--- src/rtl/fft_seq_ctrl.sv ---
// -----------------------------------------------------------------------------
// fft_seq_ctrl
//   Frame sequencer for an in-place radix-2 FFT core. A frame walks through
//   LOAD (accept NUMSAMPLES input beats), COMPUTE (NUMSTAGES stages of
//   2^(NUMSTAGES-2) butterfly cycles each), UNLOAD (emit NUMSAMPLES beats)
//   and DONE (one-cycle completion pulse), then returns to IDLE.
//
// Ports
//   clk          : rising-edge clock
//   rst_n        : asynchronous active-low reset, forces IDLE and zero outputs
//   start        : frame request, honoured only in IDLE
//   in_valid     : upstream sample present (LOAD handshake)
//   in_ready     : sequencer accepts a sample (high throughout LOAD)
//   out_ready    : downstream accepts a sample (UNLOAD handshake)
//   out_valid    : output sample present (high throughout UNLOAD)
//   sample_idx   : index of the sample being loaded / unloaded
//   ld_data      : stage mux select, high during LOAD
//   counter_r    : butterfly cycle counter within the current stage
//   stage_num_r  : current FFT stage
//   busy         : high in every state except IDLE
//   done         : one-cycle pulse when the frame has been fully unloaded
// -----------------------------------------------------------------------------
module fft_seq_ctrl #(
  parameter int NUMSTAGES  = 5,
  parameter int NUMSAMPLES = 32
) (
  input  logic                 clk,
  input  logic                 rst_n,
  input  logic                 start,
  input  logic                 in_valid,
  output logic                 in_ready,
  input  logic                 out_ready,
  output logic                 out_valid,
  output logic [NUMSTAGES-1:0] sample_idx,
  output logic                 ld_data,
  output logic [NUMSTAGES-3:0] counter_r,
  output logic [2:0]           stage_num_r,
  output logic                 busy,
  output logic                 done
);

  localparam int CW = NUMSTAGES - 2;

  localparam logic [NUMSTAGES-1:0] LAST_IDX   = NUMSTAGES'(NUMSAMPLES - 1);
  localparam logic [NUMSTAGES-1:0] IDX_ONE    = NUMSTAGES'(1);
  localparam logic [CW-1:0]        CNT_ONE    = CW'(1);
  localparam logic [2:0]           LAST_STAGE = 3'(NUMSTAGES - 1);
  localparam logic [2:0]           STAGE_ONE  = 3'd1;

  typedef enum logic [2:0] {
    ST_IDLE    = 3'd0,
    ST_LOAD    = 3'd1,
    ST_COMPUTE = 3'd2,
    ST_UNLOAD  = 3'd3,
    ST_DONE    = 3'd4
  } state_t;

  state_t                 state_reg,      state_next;
  logic [NUMSTAGES-1:0]   sample_idx_reg, sample_idx_next;
  logic [CW-1:0]          counter_reg,    counter_next;
  logic [2:0]             stage_reg,      stage_next;

  logic in_beat;
  logic out_beat;
  logic stage_end;

  assign in_beat   = (state_reg == ST_LOAD)    && in_valid;
  assign out_beat  = (state_reg == ST_UNLOAD)  && out_ready;
  assign stage_end = (state_reg == ST_COMPUTE) && (&counter_reg);

  // State and datapath registers. The reset value of every register decodes
  // to all-zero outputs, so reset clears the outputs without waiting for clk.
  always_ff @(posedge clk or negedge rst_n) begin
    if (!rst_n) begin
      state_reg      <= ST_IDLE;
      sample_idx_reg <= '0;
      counter_reg    <= '0;
      stage_reg      <= '0;
    end else begin
      state_reg      <= state_next;
      sample_idx_reg <= sample_idx_next;
      counter_reg    <= counter_next;
      stage_reg      <= stage_next;
    end
  end

  // Next-state and next-counter logic.
  always_comb begin
    state_next      = state_reg;
    sample_idx_next = '0;
    counter_next    = '0;
    stage_next      = '0;

    unique case (state_reg)
      ST_IDLE: begin
        if (start) state_next = ST_LOAD;
      end

      ST_LOAD: begin
        sample_idx_next = sample_idx_reg;
        if (in_beat) begin
          if (sample_idx_reg == LAST_IDX) begin
            sample_idx_next = '0;
            state_next      = ST_COMPUTE;
          end else begin
            sample_idx_next = sample_idx_reg + IDX_ONE;
          end
        end
      end

      ST_COMPUTE: begin
        // The counter wraps naturally from all-ones to zero; the stage
        // advances on that same cycle. Leaving after the last stage clears
        // the stage number so it reads 0 outside COMPUTE.
        counter_next = counter_reg + CNT_ONE;
        stage_next   = stage_reg;
        if (stage_end) begin
          if (stage_reg == LAST_STAGE) begin
            stage_next = '0;
            state_next = ST_UNLOAD;
          end else begin
            stage_next = stage_reg + STAGE_ONE;
          end
        end
      end

      ST_UNLOAD: begin
        sample_idx_next = sample_idx_reg;
        if (out_beat) begin
          if (sample_idx_reg == LAST_IDX) begin
            sample_idx_next = '0;
            state_next      = ST_DONE;
          end else begin
            sample_idx_next = sample_idx_reg + IDX_ONE;
          end
        end
      end

      ST_DONE: begin
        // start is deliberately not sampled here; a new frame must be
        // requested from IDLE.
        state_next = ST_IDLE;
      end

      default: begin
        state_next = ST_IDLE;
      end
    endcase
  end

  // Output decode from registered state only.
  always_comb begin
    in_ready    = 1'b0;
    ld_data     = 1'b0;
    out_valid   = 1'b0;
    done        = 1'b0;
    busy        = (state_reg != ST_IDLE);
    sample_idx  = sample_idx_reg;
    counter_r   = counter_reg;
    stage_num_r = stage_reg;

    unique case (state_reg)
      ST_LOAD: begin
        in_ready = 1'b1;
        ld_data  = 1'b1;
      end
      ST_UNLOAD: out_valid = 1'b1;
      ST_DONE:   done      = 1'b1;
      default: ;
    endcase
  end

endmodule

--- config.mk ---
export PLATFORM = sky130hd
export DESIGN_NAME = fft_seq_ctrl
export DESIGN_NICKNAME = d
export VERILOG_FILES = /design/src/rtl/fft_seq_ctrl.sv
export SDC_FILE = /design/constraint.sdc
export NUM_CORES = 1
export LEC_CHECK = 0
export BUFFER_PORTS_ARGS = -buffer_cell sky130_fd_sc_hd__buf_2
export CORE_MARGIN = 4
export CORE_UTILIZATION = 50
export DETAILED_ROUTE_END_ITERATION = 10
export GPL_TIMING_DRIVEN = 0
export PLACE_DENSITY = 0.88
export SLEW_MARGIN = 20
export SYNTH_ARGS = -nofsm -noshare
export SYNTH_HDL_FRONTEND = slang
export SYNTH_SLANG_ARGS = --single-unit
--- constraint.sdc ---
create_clock -name clk -period 4.1 [get_ports clk]
set_input_delay 0.615 -clock clk [delete_from_list [all_inputs] [get_ports clk]]
set_output_delay 0.615 -clock clk [all_outputs]
set_load 0.005 [all_outputs]
== Word level (Yosys, flattened, before mapping) ==
Cells that the tools add are included.

* Bits in registers: 14
* Latch bits: 0
* RAM bits: 0
* Bits in read-only memories: 0
* Input port bits: 5
* Memories kept: 0

* Add/subtract/negate cells: 3
* Multiply operators: 0
* Divide/modulo/power cells: 0
* $lt $le $gt $ge: 0
* Equal/unequal tests: 13
* Shifts and indexed selects: 0
* Mux-type cells: 19
* Bitwise gates (word level): 0
* Reductions and logical operators: 8

{| class="wikitable"
|+ Operators by type and width
! cell !! number
|-
| 2-to-1 mux 3 bit || 11
|-
| 2-to-1 mux 5 bit || 3
|-
| case mux 3 bit (4 select lines) || 1
|-
| case mux 5 bit (2 select lines) || 1
|-
| != test 2 bit, second input constant || 4
|-
| AND reduction 7 bit || 1
|-
| adder 3 x 1 -> 3 bit, second input constant || 2
|-
| equality test 3 x 2 -> 1 bit, second input constant || 2
|-
| equality test 3 bit, second input constant || 2
|-
| != test 2 x 1 -> 1 bit, second input constant || 3
|-
| adder 5 x 1 -> 5 bit, second input constant || 1
|-
| equality test 5 bit, second input constant || 1
|-
| equality test 3 x 1 -> 1 bit, second input constant || 1
|-
| logical AND 1 bit || 3
|-
| logical NOT 3 bit || 1
|-
| 2-to-1 mux 1 bit || 3
|-
| AND reduction 3 bit || 1
|-
| nonzero test 3 bit || 1
|-
| AND reduction 2 bit || 1
|}

== Logic depth before layout (Yosys ltp) ==
* Depth after elaboration: 4
* Gate-level depth with buffers: 7
* Gate-level depth less buffers: 6

== Worst setup path before layout ==
No wires, ideal clock.

* Path kind: register to register
* From: reg sample_idx_reg[0], in the netlist sample_idx[0]
* To: reg sample_idx_reg[2], in the netlist sample_idx[2]
* Setup time: 0.082 ns
* Data arrival time: 1.777 ns
* Setup slack: 2.241 ns
* Cell stages (with the launch flop): 7
* Buffers on the path: 1
* Path through: dfrtp_1 ha_1 and3_1 ha_1 clkbuf_1 or4b_1 a31oi_1

* Longest elaborated chain between the ends: 4
* Elaborated cells between the ends (all ways): 6
* Those cells by class: add/sub (1); eq/ne (1); mux (4)

{| class="wikitable"
|+ RTL lines
! element !! line !! RTL
|-
| start: declaration || 59 || <nowiki>logic [NUMSTAGES-1:0] sample_idx_reg, sample_idx_next;</nowiki>
|-
| start signal: assignment || 81 || <nowiki>sample_idx_reg <= sample_idx_next;</nowiki>
|-
| adder 5 x 1 -> 5 bit or equality test 5 bit (tied branches) || n/a ||
|-
| 2-to-1 mux 5 bit (*) || 102, 130 ||
|-
| 2-to-1 mux 5 bit (on tied branches) || 129, 101 ||
|-
| case mux 5 bit (2 select lines) (*) || 94 || <nowiki>unique case (state_reg)</nowiki>
|}

Mark *: on every way between the ends. The rest lies on a longest branch, timed or not. The select of a mux whose other input is x is not followed.
A chain may end at the register's enable or synchronous reset.

== Worst setup path in the final report ==
* From: reg state_reg[2]
* To: out ld_data

* Longest elaborated chain between the ends: 2

{| class="wikitable"
|+ RTL lines
! element !! line !! RTL
|-
| start: declaration || 58 || <nowiki>state_t state_reg, state_next;</nowiki>
|-
| start signal: assignment || 80 || <nowiki>state_reg <= state_next;</nowiki>
|-
| equality test 3 x 1 -> 1 bit || 162 || <nowiki>unique case (state_reg)</nowiki>
|-
| 2-to-1 mux 1 bit || 162 ||
|-
| end: declaration || 35 || <nowiki>output logic ld_data,</nowiki>
|}

Every way passes these cells.

==> impl_metrics.yaml <==
setup_path:
  critical_path_arrival_ps: 1410
  worst-r2r-cell-count: 6
  path_class: "reg2out"
  r2r_slack_ps: 2110
  r2r-start: "sample_idx[0]$_DFFE_PN0P_"
  worstPathMaxFanout: 7
  crit_path_end_kind: "output port"
  regToRegEndpoint: "sample_idx[2]$_DFFE_PN0P_"
  cp.required_ps: 3480
  start_kind: "flip-flop"
timing:
  slew_violations: 0
  rsz0062_at_grt: "no"
  finalHoldViolations: 0
  clock_skew_ps: 2.85
  fmax_mhz: 494
  finalCritPeriodShare_pct: 49.3
  final-setup-viol-count: 0
  worst_slew_pin_slew_ps: 504
  slew_headroom_pct: 65.7
  tns_ps: 0
  setup_slack_ps: 2080
  hold_ws_ps: 215
  period_needed_ps: 2020
die:
  num_rows: 13
  die_w_um: 46.6
  die_area_um2: 2170
  core_region_area_um2: 1350
  die_h_um: 46.6
  io_pins: 21
  start_util_pct: 55.1
drt:
  drc: 0
  routed_wl_um: 1500
  drtIter0Drc: 15
  top_layer_used: "met4"
  antenna_left: 0
  drt_pass1_iterations: 4
  via_count: 630
  wl_met3_um: 88
  via_per_inst: 5.48
  wl_met1_um: 608
  avgRoutedWirePerCell_um: 13.1
  dr_wl_met2_um: 786
synth:
  netlist_top_cells_area: "dfrtp_1, ha_1, nor2_1"
  synth_warnings: 0
  synth_nets: 87
  syn_avg_cell_area_um2: 9.78
  synth-edff-count: 0
  synth_ff_type: "dfrtp_1"
  ys_async_sr_fraction_pct: 100
  synth_top_area_share_pct: 47.1
  seq_area_frac_synth_pct: 47.1
  netlist.top_cell.by_area: "dfrtp_1"
  netlist_instances: 76
  synth-seq-cells: 14
  synth.cell_area_um2: 743
  ys_types: 24
clock_tree:
  cts_resized: 0
  cts_tree: "done"
  cts-root-buf: "clkbuf_4"
  cts_setup_buffers: 0
  insertion_delay_ps: 270
  cts_buffer_depth: 2
  path_clk_slew_ps: 80
  htreeDepth: 1
  cts.sinks: 14
  cts_made_buffers: 3
  hold_buffers: 0
pwr:
  power.density_nw_per_um2: 512
  vdd_ir_drop_max_mv: 0.365
  p_leak_nw: 0.451
global_route:
  antenna_found_initial: 0
  grt_overflow: 0
  grt_pass1_wl_um: 2470
  grt_max_degree: 15
  grt_pass1_vias: 594
  gr-usage-all-layers_pct: 15.9
placed_design:
  hpwlAfterDp_um: 1180
  place_congestion: 0.809
  pre_cts_ws_ps: 2140
  io_buffers: 20
final_layout:
  drive_gt1_share_pct: 27.0
  area_delta_synth_final_pct: 20.9
  largest_reg_flops: 5
  fin_util_pct: 66.5
  nets: 112
  layout_common_cells: "buf_2, dfrtp_1, nor2_1"
  num_antenna_cells: 0
  final_common_cell: "buf_2"
worst_hold_path:
  min_path_type: "in2async"
job:
  max_cap_viol_count: 0
run_status:
  status: "completed"
## critical path, cell delays in order, from the launching register on
cell,delay (ps)
dfrtp_1,440
nand2b_1,280
nor2_1,190
buf_4,130
buf_2,90
## per-layer routing
metal | track usage, % | vias to the layer above
li1 | - | 307
met1 | 20.0 | 298
met2 | 26.9 | 20
met3 | 2.34 | 5
met4 | 6.25 | 0
met5 | 0 | -
## layout make-up
class | count | area (um^2)
plain buffers | 4 | 26.3
well taps | 15 | 18.8
inverters | 5 | 18.8
multi-input cells | 53 | 348
clock buffers | 4 | 36.3
fillers | 115 | 452
repair buffers | 20 | 100
flip-flops and latches | 14 | 350
## worst max-delay path by stage
stage / start / end / slack (ps) / cells past startpoint
6_report: state_reg[2]$_DFFE_PN0P_ / ld_data / 2080 / 4
3_3_place_gp: sample_idx[0]$_DFFE_PN0P_ / sample_idx[2]$_DFFE_PN0P_ / 2160 / 6
5_1_grt: sample_idx[0]$_DFFE_PN0P_ / sample_idx[2]$_DFFE_PN0P_ / 2000 / 6
4_1_cts: state_reg[2]$_DFFE_PN0P_ / ld_data / 2070 / 4
3_5_place_dp: sample_idx[0]$_DFFE_PN0P_ / sample_idx[2]$_DFFE_PN0P_ / 2140 / 6
2_1_floorplan: sample_idx[0]$_DFFE_PN0P_ / sample_idx[2]$_DFFE_PN0P_ / 2240 / 6
## cells by family (layout without fill, tap and decap cells)
| logic type | Yosys count | after routing | share of synthesized area, % |
|---|---|---|---|
| AND/OR/NAND/NOR | 31 | 31 | 21.4 |
| AO/OA/AOI/OAI | 11 | 11 | 8.08 |
| buffers and inverters | 9 | 33 | 6.06 |
| multiplexers | 5 | 5 | 7.24 |
| adder cells (fa/ha/maj) | 6 | 6 | 10.1 |
| flip-flops | 14 | 14 | 47.1 |
## metrics by stage
stage | instance area (um^2) | power [mW] | cells
finish | 898 | 0.460 | 115
global route | 898 | 0.498 | 115
CTS | 898 | 0.467 | 115
detailed placement | 862 | 0.370 | 111
global placement | 862 | 0.357 | 111
floorplan | 743 | 0.303 | 76
## cell usage after synthesis (2+ instances only)
library cell	n
dfrtp_1	14
nor2_1	11
a21oi_1	6
ha_1	6
nand2_1	6
inv_1	5
mux2i_1	4
or3_1	3
a31oi_1	2
clkbuf_1	2
nand3_1	2
nand4_1	2
o21ai_0	2
## report_power, final
| group | leakage, nW | switching [mW] | total, mW | internal, mW |
|---|---|---|---|---|
| Sequential | 0.179 | 0.0331 | 0.201 | 0.168 |
| Clock | 0.0210 | 0.0422 | 0.0962 | 0.0539 |
| Combinational | 0.251 | 0.0799 | 0.163 | 0.0829 |
Note: power is estimated with default switching activity, not from simulation.
